**config.mk**
```make
export PLATFORM = sky130hd
export DESIGN_NAME = multicycle_control
export DESIGN_NICKNAME = d
export VERILOG_FILES = /design/src/rtl/multicycle_control_pkg.sv /design/src/rtl/multicycle_control_alu_decoder.sv /design/src/rtl/multicycle_control.sv
export SDC_FILE = /design/constraint.sdc
export NUM_CORES = 1
export LEC_CHECK = 0
export BUFFER_PORTS_ARGS = -buffer_cell sky130_fd_sc_hd__clkbuf_2
export CELL_PAD_IN_SITES_DETAIL_PLACEMENT = 1
export CELL_PAD_IN_SITES_GLOBAL_PLACEMENT = 1
export CORE_MARGIN = 10
export CORE_UTILIZATION = 40
export DETAILED_ROUTE_END_ITERATION = 7
export PLACE_DENSITY_LB_ADDON = 0.08
export REMOVE_ABC_BUFFERS = 1
export SYNTH_ARGS = -nofsm -noshare
export SYNTH_HDL_FRONTEND = slang
export SYNTH_SLANG_ARGS = --single-unit
```
**constraint.sdc**
```tcl
create_clock -name clk -period 3.4 [get_ports clk]
set_clock_uncertainty 0.1 [all_clocks]
set_input_delay 0.68 -clock clk [delete_from_list [all_inputs] [get_ports clk]]
set_output_delay 0.68 -clock clk [all_outputs]
set_load 0.03 [all_outputs]
```
**src/rtl/multicycle_control_pkg.sv**
```systemverilog
// Shared types and encodings for the multicycle RISC-V control unit.
// Optional bne support is enabled by defining MC_BNE_EN.
package multicycle_control_pkg;

  typedef enum logic [3:0] {
    S_FETCH, S_DECODE, S_MEMADR, S_MEMREAD, S_MEMWB, S_MEMWRITE,
    S_EXECR, S_EXECI, S_ALUWB, S_BEQ, S_JAL, S_TRAP
  } state_e;

  localparam logic [6:0] OP_LW  = 7'b0000011;
  localparam logic [6:0] OP_SW  = 7'b0100011;
  localparam logic [6:0] OP_R   = 7'b0110011;
  localparam logic [6:0] OP_I   = 7'b0010011;
  localparam logic [6:0] OP_BR  = 7'b1100011;
  localparam logic [6:0] OP_JAL = 7'b1101111;

  localparam logic [2:0] ALU_ADD = 3'b000;
  localparam logic [2:0] ALU_SUB = 3'b001;
  localparam logic [2:0] ALU_AND = 3'b010;
  localparam logic [2:0] ALU_OR  = 3'b011;
  localparam logic [2:0] ALU_SLT = 3'b101;

  // What the FSM asks of the ALU decoder: fixed add/sub, or decode funct fields.
  localparam logic [1:0] ALUOP_ADD   = 2'd0;
  localparam logic [1:0] ALUOP_SUB   = 2'd1;
  localparam logic [1:0] ALUOP_FUNCT = 2'd2;

  localparam logic [1:0] IMM_I = 2'b00;
  localparam logic [1:0] IMM_S = 2'b01;
  localparam logic [1:0] IMM_B = 2'b10;
  localparam logic [1:0] IMM_J = 2'b11;

  function automatic logic [1:0] imm_src(input logic [6:0] op);
    case (op)
      OP_SW:   return IMM_S;
      OP_BR:   return IMM_B;
      OP_JAL:  return IMM_J;
      default: return IMM_I;
    endcase
  endfunction

endpackage

```
**src/rtl/multicycle_control_alu_decoder.sv**
```systemverilog
// Combinational ALU operation decode from FSM request and funct fields.
module alu_decoder
  import multicycle_control_pkg::*;
#(
  parameter int ALUCTRL_WIDTH = 3
) (
  input  logic [1:0]               alu_op_i,
  input  logic                     op5_i,
  input  logic [2:0]               funct3_i,
  input  logic                     funct7b5_i,
  output logic [ALUCTRL_WIDTH-1:0] alu_ctrl_o
);

  logic [2:0] ctrl;

  always_comb begin
    ctrl = ALU_ADD;
    case (alu_op_i)
      ALUOP_SUB: ctrl = ALU_SUB;
      ALUOP_FUNCT: begin
        case (funct3_i)
          3'b000:  ctrl = (funct7b5_i && op5_i) ? ALU_SUB : ALU_ADD; // only R-type subtracts
          3'b010:  ctrl = ALU_SLT;
          3'b110:  ctrl = ALU_OR;
          3'b111:  ctrl = ALU_AND;
          default: ctrl = ALU_ADD;
        endcase
      end
      default: ctrl = ALU_ADD;
    endcase
  end

  assign alu_ctrl_o = ALUCTRL_WIDTH'(ctrl);

endmodule

```
**src/rtl/multicycle_control.sv**
```systemverilog
// Multicycle RISC-V control FSM with retired counter and sticky trap flag.
// Define MC_BNE_EN to execute funct3=001 branches as bne instead of trapping.
module multicycle_control
  import multicycle_control_pkg::*;
#(
  parameter int CNT_WIDTH     = 16,
  parameter int ALUCTRL_WIDTH = 3
) (
  input  logic                     clk,
  input  logic                     rst,
  input  logic [6:0]               op,
  input  logic [2:0]               funct3,
  input  logic                     funct7b5,
  input  logic                     Zero,
  input  logic                     mem_ready,
  output logic                     PCWrite,
  output logic                     AdrSrc,
  output logic                     MemWrite,
  output logic                     IRWrite,
  output logic                     RegWrite,
  output logic [1:0]               ResultSrc,
  output logic [1:0]               ALUSrcA,
  output logic [1:0]               ALUSrcB,
  output logic [1:0]               immSrc,
  output logic [ALUCTRL_WIDTH-1:0] ALUControl,
  output logic                     trap,
  output logic [CNT_WIDTH-1:0]     retired
);

  state_e                 state_q, state_d;
  logic                   trap_q;
  logic [CNT_WIDTH-1:0]   retired_q;
  logic                   pcw, mw, irw, rw;
  logic [1:0]             alu_op;
  logic                   br_legal, br_take;

`ifdef MC_BNE_EN
  assign br_legal = 1'b1;
  assign br_take  = (funct3 == 3'b001) ? ~Zero : Zero;
`else
  assign br_legal = (funct3 != 3'b001);
  assign br_take  = Zero;
`endif

  always_comb begin
    state_d   = state_q;
    pcw       = 1'b0;
    mw        = 1'b0;
    irw       = 1'b0;
    rw        = 1'b0;
    AdrSrc    = 1'b0;
    ResultSrc = 2'b00;
    ALUSrcA   = 2'b00;
    ALUSrcB   = 2'b00;
    alu_op    = ALUOP_ADD;
    case (state_q)
      S_FETCH: begin
        ResultSrc = 2'b10;
        ALUSrcB   = 2'b10;
        pcw       = mem_ready;
        irw       = mem_ready;
        if (mem_ready) state_d = S_DECODE;
      end
      S_DECODE: begin
        ALUSrcA = 2'b01;
        ALUSrcB = 2'b01;
        case (op)
          OP_LW, OP_SW: state_d = S_MEMADR;
          OP_R:         state_d = S_EXECR;
          OP_I:         state_d = S_EXECI;
          OP_BR:        state_d = br_legal ? S_BEQ : S_TRAP;
          OP_JAL:       state_d = S_JAL;
          default:      state_d = S_TRAP;
        endcase
      end
      S_MEMADR: begin
        ALUSrcA = 2'b10;
        ALUSrcB = 2'b01;
        state_d = (op == OP_LW) ? S_MEMREAD : S_MEMWRITE;
      end
      S_MEMREAD: begin
        AdrSrc = 1'b1;
        if (mem_ready) state_d = S_MEMWB;
      end
      S_MEMWRITE: begin
        AdrSrc = 1'b1;
        mw     = 1'b1;
        if (mem_ready) state_d = S_FETCH;
      end
      S_MEMWB: begin
        ResultSrc = 2'b01;
        rw        = 1'b1;
        state_d   = S_FETCH;
      end
      S_EXECR: begin
        ALUSrcA = 2'b10;
        alu_op  = ALUOP_FUNCT;
        state_d = S_ALUWB;
      end
      S_EXECI: begin
        ALUSrcA = 2'b10;
        ALUSrcB = 2'b01;
        alu_op  = ALUOP_FUNCT;
        state_d = S_ALUWB;
      end
      S_ALUWB: begin
        rw      = 1'b1;
        state_d = S_FETCH;
      end
      S_BEQ: begin
        ALUSrcA = 2'b10;
        alu_op  = ALUOP_SUB;
        pcw     = br_take;
        state_d = S_FETCH;
      end
      S_JAL: begin
        ALUSrcA = 2'b01;
        ALUSrcB = 2'b10;
        pcw     = 1'b1;
        state_d = S_ALUWB;
      end
      S_TRAP:  state_d = S_TRAP;
      default: state_d = S_FETCH;
    endcase
  end

  always_ff @(posedge clk or negedge rst) begin
    if (!rst) begin
      state_q   <= S_FETCH;
      trap_q    <= 1'b0;
      retired_q <= '0;
    end else begin
      state_q <= state_d;
      if (state_d == S_TRAP) trap_q <= 1'b1;
      if (state_d == S_FETCH && state_q != S_FETCH) retired_q <= retired_q + CNT_WIDTH'(1);
    end
  end

  alu_decoder #(.ALUCTRL_WIDTH(ALUCTRL_WIDTH)) u_alu_dec (
    .alu_op_i   (alu_op),
    .op5_i      (op[5]),
    .funct3_i   (funct3),
    .funct7b5_i (funct7b5),
    .alu_ctrl_o (ALUControl)
  );

  // Strobes are gated by reset itself so nothing writes while rst is low.
  assign PCWrite  = pcw & rst;
  assign IRWrite  = irw & rst;
  assign MemWrite = mw & rst;
  assign RegWrite = rw & rst;
  assign immSrc   = imm_src(op);
  assign trap     = trap_q;
  assign retired  = retired_q;

endmodule

```
* Yosys cells after proc, flatten, opt, wreduce, memory -nomap -nowiden
Index checks and enable logic that the tools add are counted.
Storage, ports and cells: flip-flop bits (word level) 21, input bits 15, output and inout port bits 33, word-level logic and storage cells 67
Operators by class: add/sub/neg operators 1, equal/unequal tests 24, multiplexer cells 20, bitwise gates (word level) 4, reduce and logical (&&, ||, !) cells 15
Operators by type and width (number):
- case mux 4 bit (7 select lines) | 1
- == test 4 bit, second input constant | 5
- case mux 4 bit (5 select lines) | 1
- adder 16 x 1 -> 16 bit, second input constant | 1
- == test 4 x 3 -> 1 bit, second input constant | 4
- case mux 2 bit (2 select lines) | 4
- == test 7 x 6 -> 1 bit, second input constant | 2
- == test 7 bit, second input constant | 2
- two-way mux 4 bit | 3
- case mux 3 bit (4 select lines) | 1
- OR reduction 2 bit | 6
- == test 4 x 2 -> 1 bit, second input constant | 2
- zero test 4 bit | 2
- == test 7 x 2 -> 1 bit, second input constant | 1
- == test 7 x 5 -> 1 bit, second input constant | 1
- == test 3 bit, second input constant | 2
- case mux 2 bit (3 select lines) | 1
- case mux 3 bit (2 select lines) | 1
- OR reduction 3 bit | 2
- two-way mux 1 bit | 5
- AND 1 bit | 4
- == test 4 x 1 -> 1 bit, second input constant | 1
- nonzero test 4 bit | 1
- OR reduction 4 bit | 1
- 9 further kinds | 10

* Depth between registers and ports, before layout
Gate-level depths: netlist (run 1).
depth in word-level cells 6, depth in mapped cells 9, gate-level depth less buffers 7

* By module
From an unflattened synthesis (run 1), not the netlist that was laid out.
Unflattened totals: cell total of the unflattened synthesis 173, area total of the unflattened synthesis 1619.1 sq um
By module, submodules not included:
- multicycle_control | times used 1, cells each 162, area an instance 1522.7 sq um, sequential area each 525.5 sq um
- alu_decoder | times used 1, cells each 11, area an instance 96.3 sq um, sequential area each 0.0 sq um

* Least setup slack after synthesis (run 1)
OpenSTA, ideal clock, no wires.
kind register to output, start register state_q[1], end output ALUControl[1], arrival 2178 ps, data required time 2620 ps, slack 442 ps, cell stages (with the launch flop) 8, buffers on the path 2, path through dfrtp_1 clkbuf_1 clkbuf_1 nand2b_1 nor2_1 nand2_1 ha_1 nor3_1
On the way: word-level cells in the longest chain between the ends 5, elaborated cells on any way between the ends 8, those cells by class 5 x eq/ne; 2 x mux; 1 x reduce/logical
RTL lines:
- start: declaration | RTL line multicycle_control.sv:30 | state_e state_q, state_d;
- start signal: assignment | RTL line multicycle_control.sv:133 | state_q <= state_d;
- == test 4 x 3 -> 1 bit | RTL line multicycle_control.sv:56 | case (state_q)
- OR reduction 2 bit (no line)
- case mux 2 bit (2 select lines) (*) | RTL line multicycle_control.sv:56
- == test 2 bit / == test 2 x 1 -> 1 bit (equally long branches) | RTL line multicycle_control_alu_decoder.sv:18 | case (alu_op_i)
- case mux 3 bit (2 select lines) (*) | RTL line multicycle_control_alu_decoder.sv:18
- end: declaration | RTL line multicycle_control.sv:25 | output logic [ALUCTRL_WIDTH-1:0] ALUControl,
Mark *: on every way between the ends. The rest lies on a longest branch, timed or not.

* Worst setup path in the final report (run 1)
start register state_q[2], end output ALUControl[0]
Same word-level chain as after synthesis.

==> results_dict.tcl, run 1 <==
set metrics [dict create \
    core.rowCount 22 \
    cts_made_buffers 3 \
    final_common_cell "clkbuf_2" \
    maxCapViolCount 0 \
    min_path_type "in -> async" \
    crit_fanout 20 \
    synth_edf_count 0 \
    cts_tree "yes" \
    syn-instance-count 165 \
    cts_resized 0 \
    dr.pass1.iters 3 \
    final_cell_mix "clkbuf_2 (47), dfrtp_1 (21), xnor2_1 (17)" \
    post_drt_via_cell_ratio 5.46 \
    first_iter_violations 45 \
    drcViolationCount 0 \
    numClockSinks 21 \
    max_freq_ghz 0.324 \
    dp_hpwl_um 3330 \
    cpMostUsedCell "nor2_1" \
    coreArea_sq_mm 0.00366 \
    cp-end-kind "primary output" \
    fin_crit_ns 3.08 \
    io_buffers 47 \
    pwr_density_cell_mw_per_mm2 828 \
    worst-path-stages 8 \
    cts-root-buf "clkbuf_8" \
    numPlacedInstances 252 \
    nNetsFinal 227 \
    ys_ff_latch 21 \
    critPathKind "reg -> out" \
    wl_per_cell_um 16.4 \
    grt_pass1_vias 1469 \
    status "completed" \
    arrival_ns 2.30 \
    antenna_found_initial 0 \
    tightest_slew_ns 0.632 \
    syn2layout_area_growth_pct 19.2 \
    critPathMaxStageDelay_ns 0.75 \
    cp_top_family "flip-flops" \
    vias 1398 \
    synth_ff_type "dfrtp_1" \
    cts_max_path_buffers 2 \
    ant_nets 0 \
    yosys_warnings 0 \
    clk_pin_slew_worst_paths_ns 0.07 \
    peakVddDrop_uv 514 \
    ios 48 \
    worst-path-buf-inv 2 \
    setup_viol 0 \
    drive_above_1_share_pct 30.3 \
    holdWs_ns 0.345 \
    grt_first_pass_wirelength_um 7030 \
    cts_max_level 1 \
    post-cts-setup-buffer-count 0 \
    placed_area_sq_mm 0.00177 \
    async_reset_ff_share_pct 100 \
    worstPathRequired_ns 2.62 \
    grt.total_usage_pct 12.8 \
    n_antenna_cell 0 \
    layoutNonFillerInstCount 256 \
    finalCritPeriodShare_pct 90.7 \
    finalSetupTns_ns 0 \
    fill_cells 478 \
    crit_path_top_delay_cell "dfrtp_1" \
    grt_start_max_net_pins 22 \
    die_w_um 81.8 \
    finalWirelength_um 4190 \
    hold_viol_final 0 \
    syn-cell-area_sq_mm 0.00153 \
    die-height_um 81.8 \
    timing.slew.headroom_pct 57.9 \
    die_area_sq_mm 0.00668 \
    ctsHoldBuffers 0 \
    clk-insertion-delay-late_ns 0.26 \
    syn_area_per_cell_sq_um 9.24 \
    rsz0062_at_grt "false" \
    reg2reg_depth 6 \
    yosysUniqueCellTypes 44 \
    gp_congestion 0.732 \
    drv_slew 0 \
    path_cells "nor2b_1 -> nand2_1 -> inv_1 -> ha_1 -> nor3b_1 -> nor2_1 -> nor2_1 -> clkbuf_2" \
    final_area_sq_mm 0.00182 \
    grt-ovfl-total 0 \
    synth-seq-area-share_pct 34.5 \
    cp-start-kind "register" \
    static-leakage-power_uw 0.000862 \
    start_util_pct 41.7 \
]
-- per-layer routing --
metal  vias up  track usage, %  share of wire, %  wire length, um
met5         -               0                 0                0
met3         6            2.29               5.1              214
met4         0            4.76               1.5               61
li1        681               -                 -                -
met2        31            23.2                52             2200
met1       680            14.4                41             1710
-- synthesized netlist by cell type (all sizes together), types with 2 or more instances --
cell type,n,share of area [%]
a21oi,4,1.3
and2,2,0.82
and3,10,4.1
and3b,3,1.7
buf,7,3.4
clkbuf,3,0.74
dfrtp,21,34
ha,3,2.5
inv,5,1.2
nand2,8,2.0
nand3,12,4.3
nand4,7,2.9
nor2,11,2.7
nor2b,6,2.5
nor3,8,2.6
nor3b,4,2.0
nor4b,3,2.7
o21ai,6,2.0
o311ai,2,2.3
or2,3,1.2
or4b,3,2.5
xnor2,17,9.8
xor2,2,1.1
-- metrics by stage --
| stage | power (uW) | worst slack (ns) | util [%] |
|---|---|---|---|
| after global routing | 1620 | 0.0194 | 49.7 |
| after global placement | 1320 | 0.496 | 48.4 |
| final | 1510 | 0.318 | 49.7 |
| after detailed placement | 1360 | 0.364 | 48.4 |
| after floorplan | 1070 | 0.622 | - |
| after CTS | 1530 | 0.294 | 49.7 |
-- cells by family after synthesis --
logic type	Yosys count	synth area share, %
xor+xnor	19	10.9
mux	1	0.738
fa+ha+maj	3	2.46
simple gates	87	36.8
compound gates	19	9.27
flops	21	34.5
buf+inv	15	5.33
-- layout make-up --
cell class	count	area (sq um)	area share [%]
multi-input cells	129	918	50.5
well taps	48	60.1	3.30
clock buffers	4	45.0	2.48
flip-flops and latches	21	526	28.9
inverters	5	18.8	1.03
repair buffers	49	250	13.8
-- flip-flops by register name, summed over array words and instances (netlist names) --
name and flops:
retired 16, state_q 4, trap 1
-- worst paths after layout --
| path | start | endpoint | slack, ns |
|---|---|---|---|
| setup / recovery | state_q[2] | ALUControl[0] | 0.32 |
| hold / removal | rst | retired[8] | 0.35 |
| setup reg to reg | state_q[2] | retired[1] | 0.54 |
| hold reg to reg | retired[15] | retired[15] | 0.38 |
| max in group asynchronous | rst | retired[0] | 2.64 |
| min in group clk | retired[15] | retired[15] | 0.38 |
-- power breakdown --
part	internal, uW	switching, uW	total, uW
combinational	325	561	886
sequential	305	155	460
clock	83.3	75.6	159
No activity file was read; power rests on OpenSTA's default activity.
==> inputs of run 2 (changes only) <==
--- a/config.mk
+++ b/config.mk
@@ -8,8 +8,8 @@
 export BUFFER_PORTS_ARGS = -buffer_cell sky130_fd_sc_hd__clkbuf_2
 export CELL_PAD_IN_SITES_DETAIL_PLACEMENT = 1
 export CELL_PAD_IN_SITES_GLOBAL_PLACEMENT = 1
-export CORE_MARGIN = 10
-export CORE_UTILIZATION = 40
+export CORE_MARGIN = 2
+export CORE_UTILIZATION = 34
 export DETAILED_ROUTE_END_ITERATION = 7
 export PLACE_DENSITY_LB_ADDON = 0.08
 export REMOVE_ABC_BUFFERS = 1
==> constraint.sdc (replaced) <==
create_clock -name clk -period 2.6 [get_ports clk]
set_clock_uncertainty 0.1 [all_clocks]
set_input_delay 0.52 -clock clk [delete_from_list [all_inputs] [get_ports clk]]
set_output_delay 0.52 -clock clk [all_outputs]
set_load 0.03 [all_outputs]
==> run 2 against run 1 <==
Net effect: combinational power grew 60%; non-clock buffer count grew 15; critical endpoint is now PCWrite; clock power grew 35%; core utilization shrank 4.4 points; flip-flop and latch count is the same; sequential power grew 14%; global-route usage grew 4.0 points.
==> results_dict.tcl, run 2 (same netlist as run 1, synthesis figures left out) <==
set metrics [dict create \
    ant_nets 0 \
    grt_use_met2_pct 32.0 \
    n_antenna_cell 0 \
    cts_tree "yes" \
    holdWs_ns 0.183 \
    timing.slew.headroom_pct 68.8 \
    io_buffers 47 \
    core.rowCount 24 \
    vias 1455 \
    grt_pass1_vias 1430 \
    grt-ovfl-total 0 \
    nNetsFinal 242 \
    tightest_slew_ns 0.462 \
    final_cell_mix "clkbuf_2 (45), buf_4 (18), dfrtp_1 (18)" \
    cts_max_level 1 \
    post_drt_via_cell_ratio 5.29 \
    largest_register_ffs 16 \
    crit_path_top_delay_cell "dfrtp_2" \
    coreArea_sq_mm 0.00432 \
    drcViolationCount 0 \
    first_iter_violations 26 \
    maxCapViolCount 0 \
    finalWirelength_um 4100 \
    grt_start_max_net_pins 22 \
    gp_congestion 0.805 \
    fin_ws_ns 0.148 \
    setup_viol 0 \
    static-leakage-power_uw 0.000937 \
    clk-insertion-delay-late_ns 0.26 \
    ios 48 \
    arrival_ns 1.83 \
    finalSetupTns_ns 0 \
    numClockSinks 21 \
    cts_made_buffers 3 \
    status "completed" \
    placed_area_sq_mm 0.00186 \
    antenna_found_initial 0 \
    pwr_density_cell_mw_per_mm2 1100 \
    start_util_pct 35.3 \
    finalCritPeriodShare_pct 94.3 \
    worstPathRequired_ns 1.98 \
    die_w_um 71.0 \
    crit_fanout 11 \
    grt-busiest-layer "met2" \
    cts_max_path_buffers 2 \
    final_common_cell "clkbuf_2" \
    wl_per_cell_um 14.9 \
    hold_viol_final 0 \
    cp-start-kind "register" \
    dr.pass1.iters 4 \
    rsz0062_at_grt "false" \
    postLayoutCoreUtil_pct 45.2 \
    fin_crit_ns 2.45 \
    drive_above_1_share_pct 38.1 \
    peakVddDrop_uv 525 \
    grt.total_usage_pct 16.8 \
    cp-end-kind "primary output" \
    grt_use_met1_pct 19.5 \
    clk_pin_slew_worst_paths_ns 0.08 \
    final_area_sq_mm 0.00196 \
    critPathKind "reg -> out" \
    min_path_type "in -> async" \
    critPathMaxStageDelay_ns 0.47 \
    path_cells "buf_4 -> inv_1 -> nand2_1 -> o32a_1 -> nor3b_1 -> clkbuf_2" \
    dp_hpwl_um 3340 \
    max_freq_ghz 0.408 \
    pre_cts_ws_ns 0.0332 \
    syn2layout_area_growth_pct 28.2 \
    use_met3_pct 1.71 \
    cts-root-buf "clkbuf_8" \
    die-height_um 71.0 \
    drv_slew 0 \
    die_area_sq_mm 0.00504 \
    fill_cells 526 \
    grt_first_pass_wirelength_um 6840 \
]
## run 2: routing by layer
layer / vias to the layer above / share of wire (%)
met5: - / 0
met3: 4 / 3.0
met4: 0 / 1.2
met1: 712 / 41
met2: 31 / 55
li1: 708 / -
## run 2: worst max-delay path, delay by kind of cell (launching register included)
kind                   cells  cell delay (ns)
AND/OR/NAND/NOR            2             0.28
flip-flops                 1             0.47
buffers and inverters      3             0.54
AO/OA/AOI/OAI              1             0.29
## run 2: metrics by stage
| step | total power [uW] | std cells |
|---|---|---|
| 2_1_floorplan | 1400 | 155 |
| 4_1_cts | 2140 | 271 |
| 6_report | 2160 | 275 |
| 3_3_place_gp | 1890 | 267 |
| 3_5_place_dp | 1910 | 267 |
| 5_1_grt | 2330 | 275 |
## run 2: layout make-up
| class | instances | area [sq um] | share of cell area, % |
|---|---|---|---|
| multi-input cells | 129 | 928 | 47.5 |
| flip-flops and latches | 21 | 529 | 27.1 |
| repair buffers | 64 | 368 | 18.8 |
| well taps | 52 | 65.1 | 3.33 |
| clock buffers | 3 | 41.3 | 2.11 |
| inverters | 5 | 18.8 | 0.960 |
| clock inverters | 1 | 5.00 | 0.256 |
## run 2: path summary, 6_finish.rpt
path | from | to | slack (ns) | depth (start not counted)
setup / recovery | state_q[3] | PCWrite | 0.15 | 6
hold / removal | rst | retired[2] | 0.18 | 2
setup reg to reg | state_q[2] | retired[1] | 0.16 | 7
hold reg to reg | trap | trap | 0.38 | 1
max in group asynchronous | rst | state_q[2] | 1.98 | 2
min in group clk | trap | trap | 0.38 | 1
## run 2: timing repair
action,CTS,global route
hold buffers,0,0
buffers inserted,0,4
endpoints found under the setup margin,2,4
cloned,0,0
gates resized for setup,3,7
## run 2: power by group
group / internal, uW / switching, uW
Sequential: 405 / 121
Clock: 107 / 107
Combinational: 577 / 842
Total: 1090 / 1070
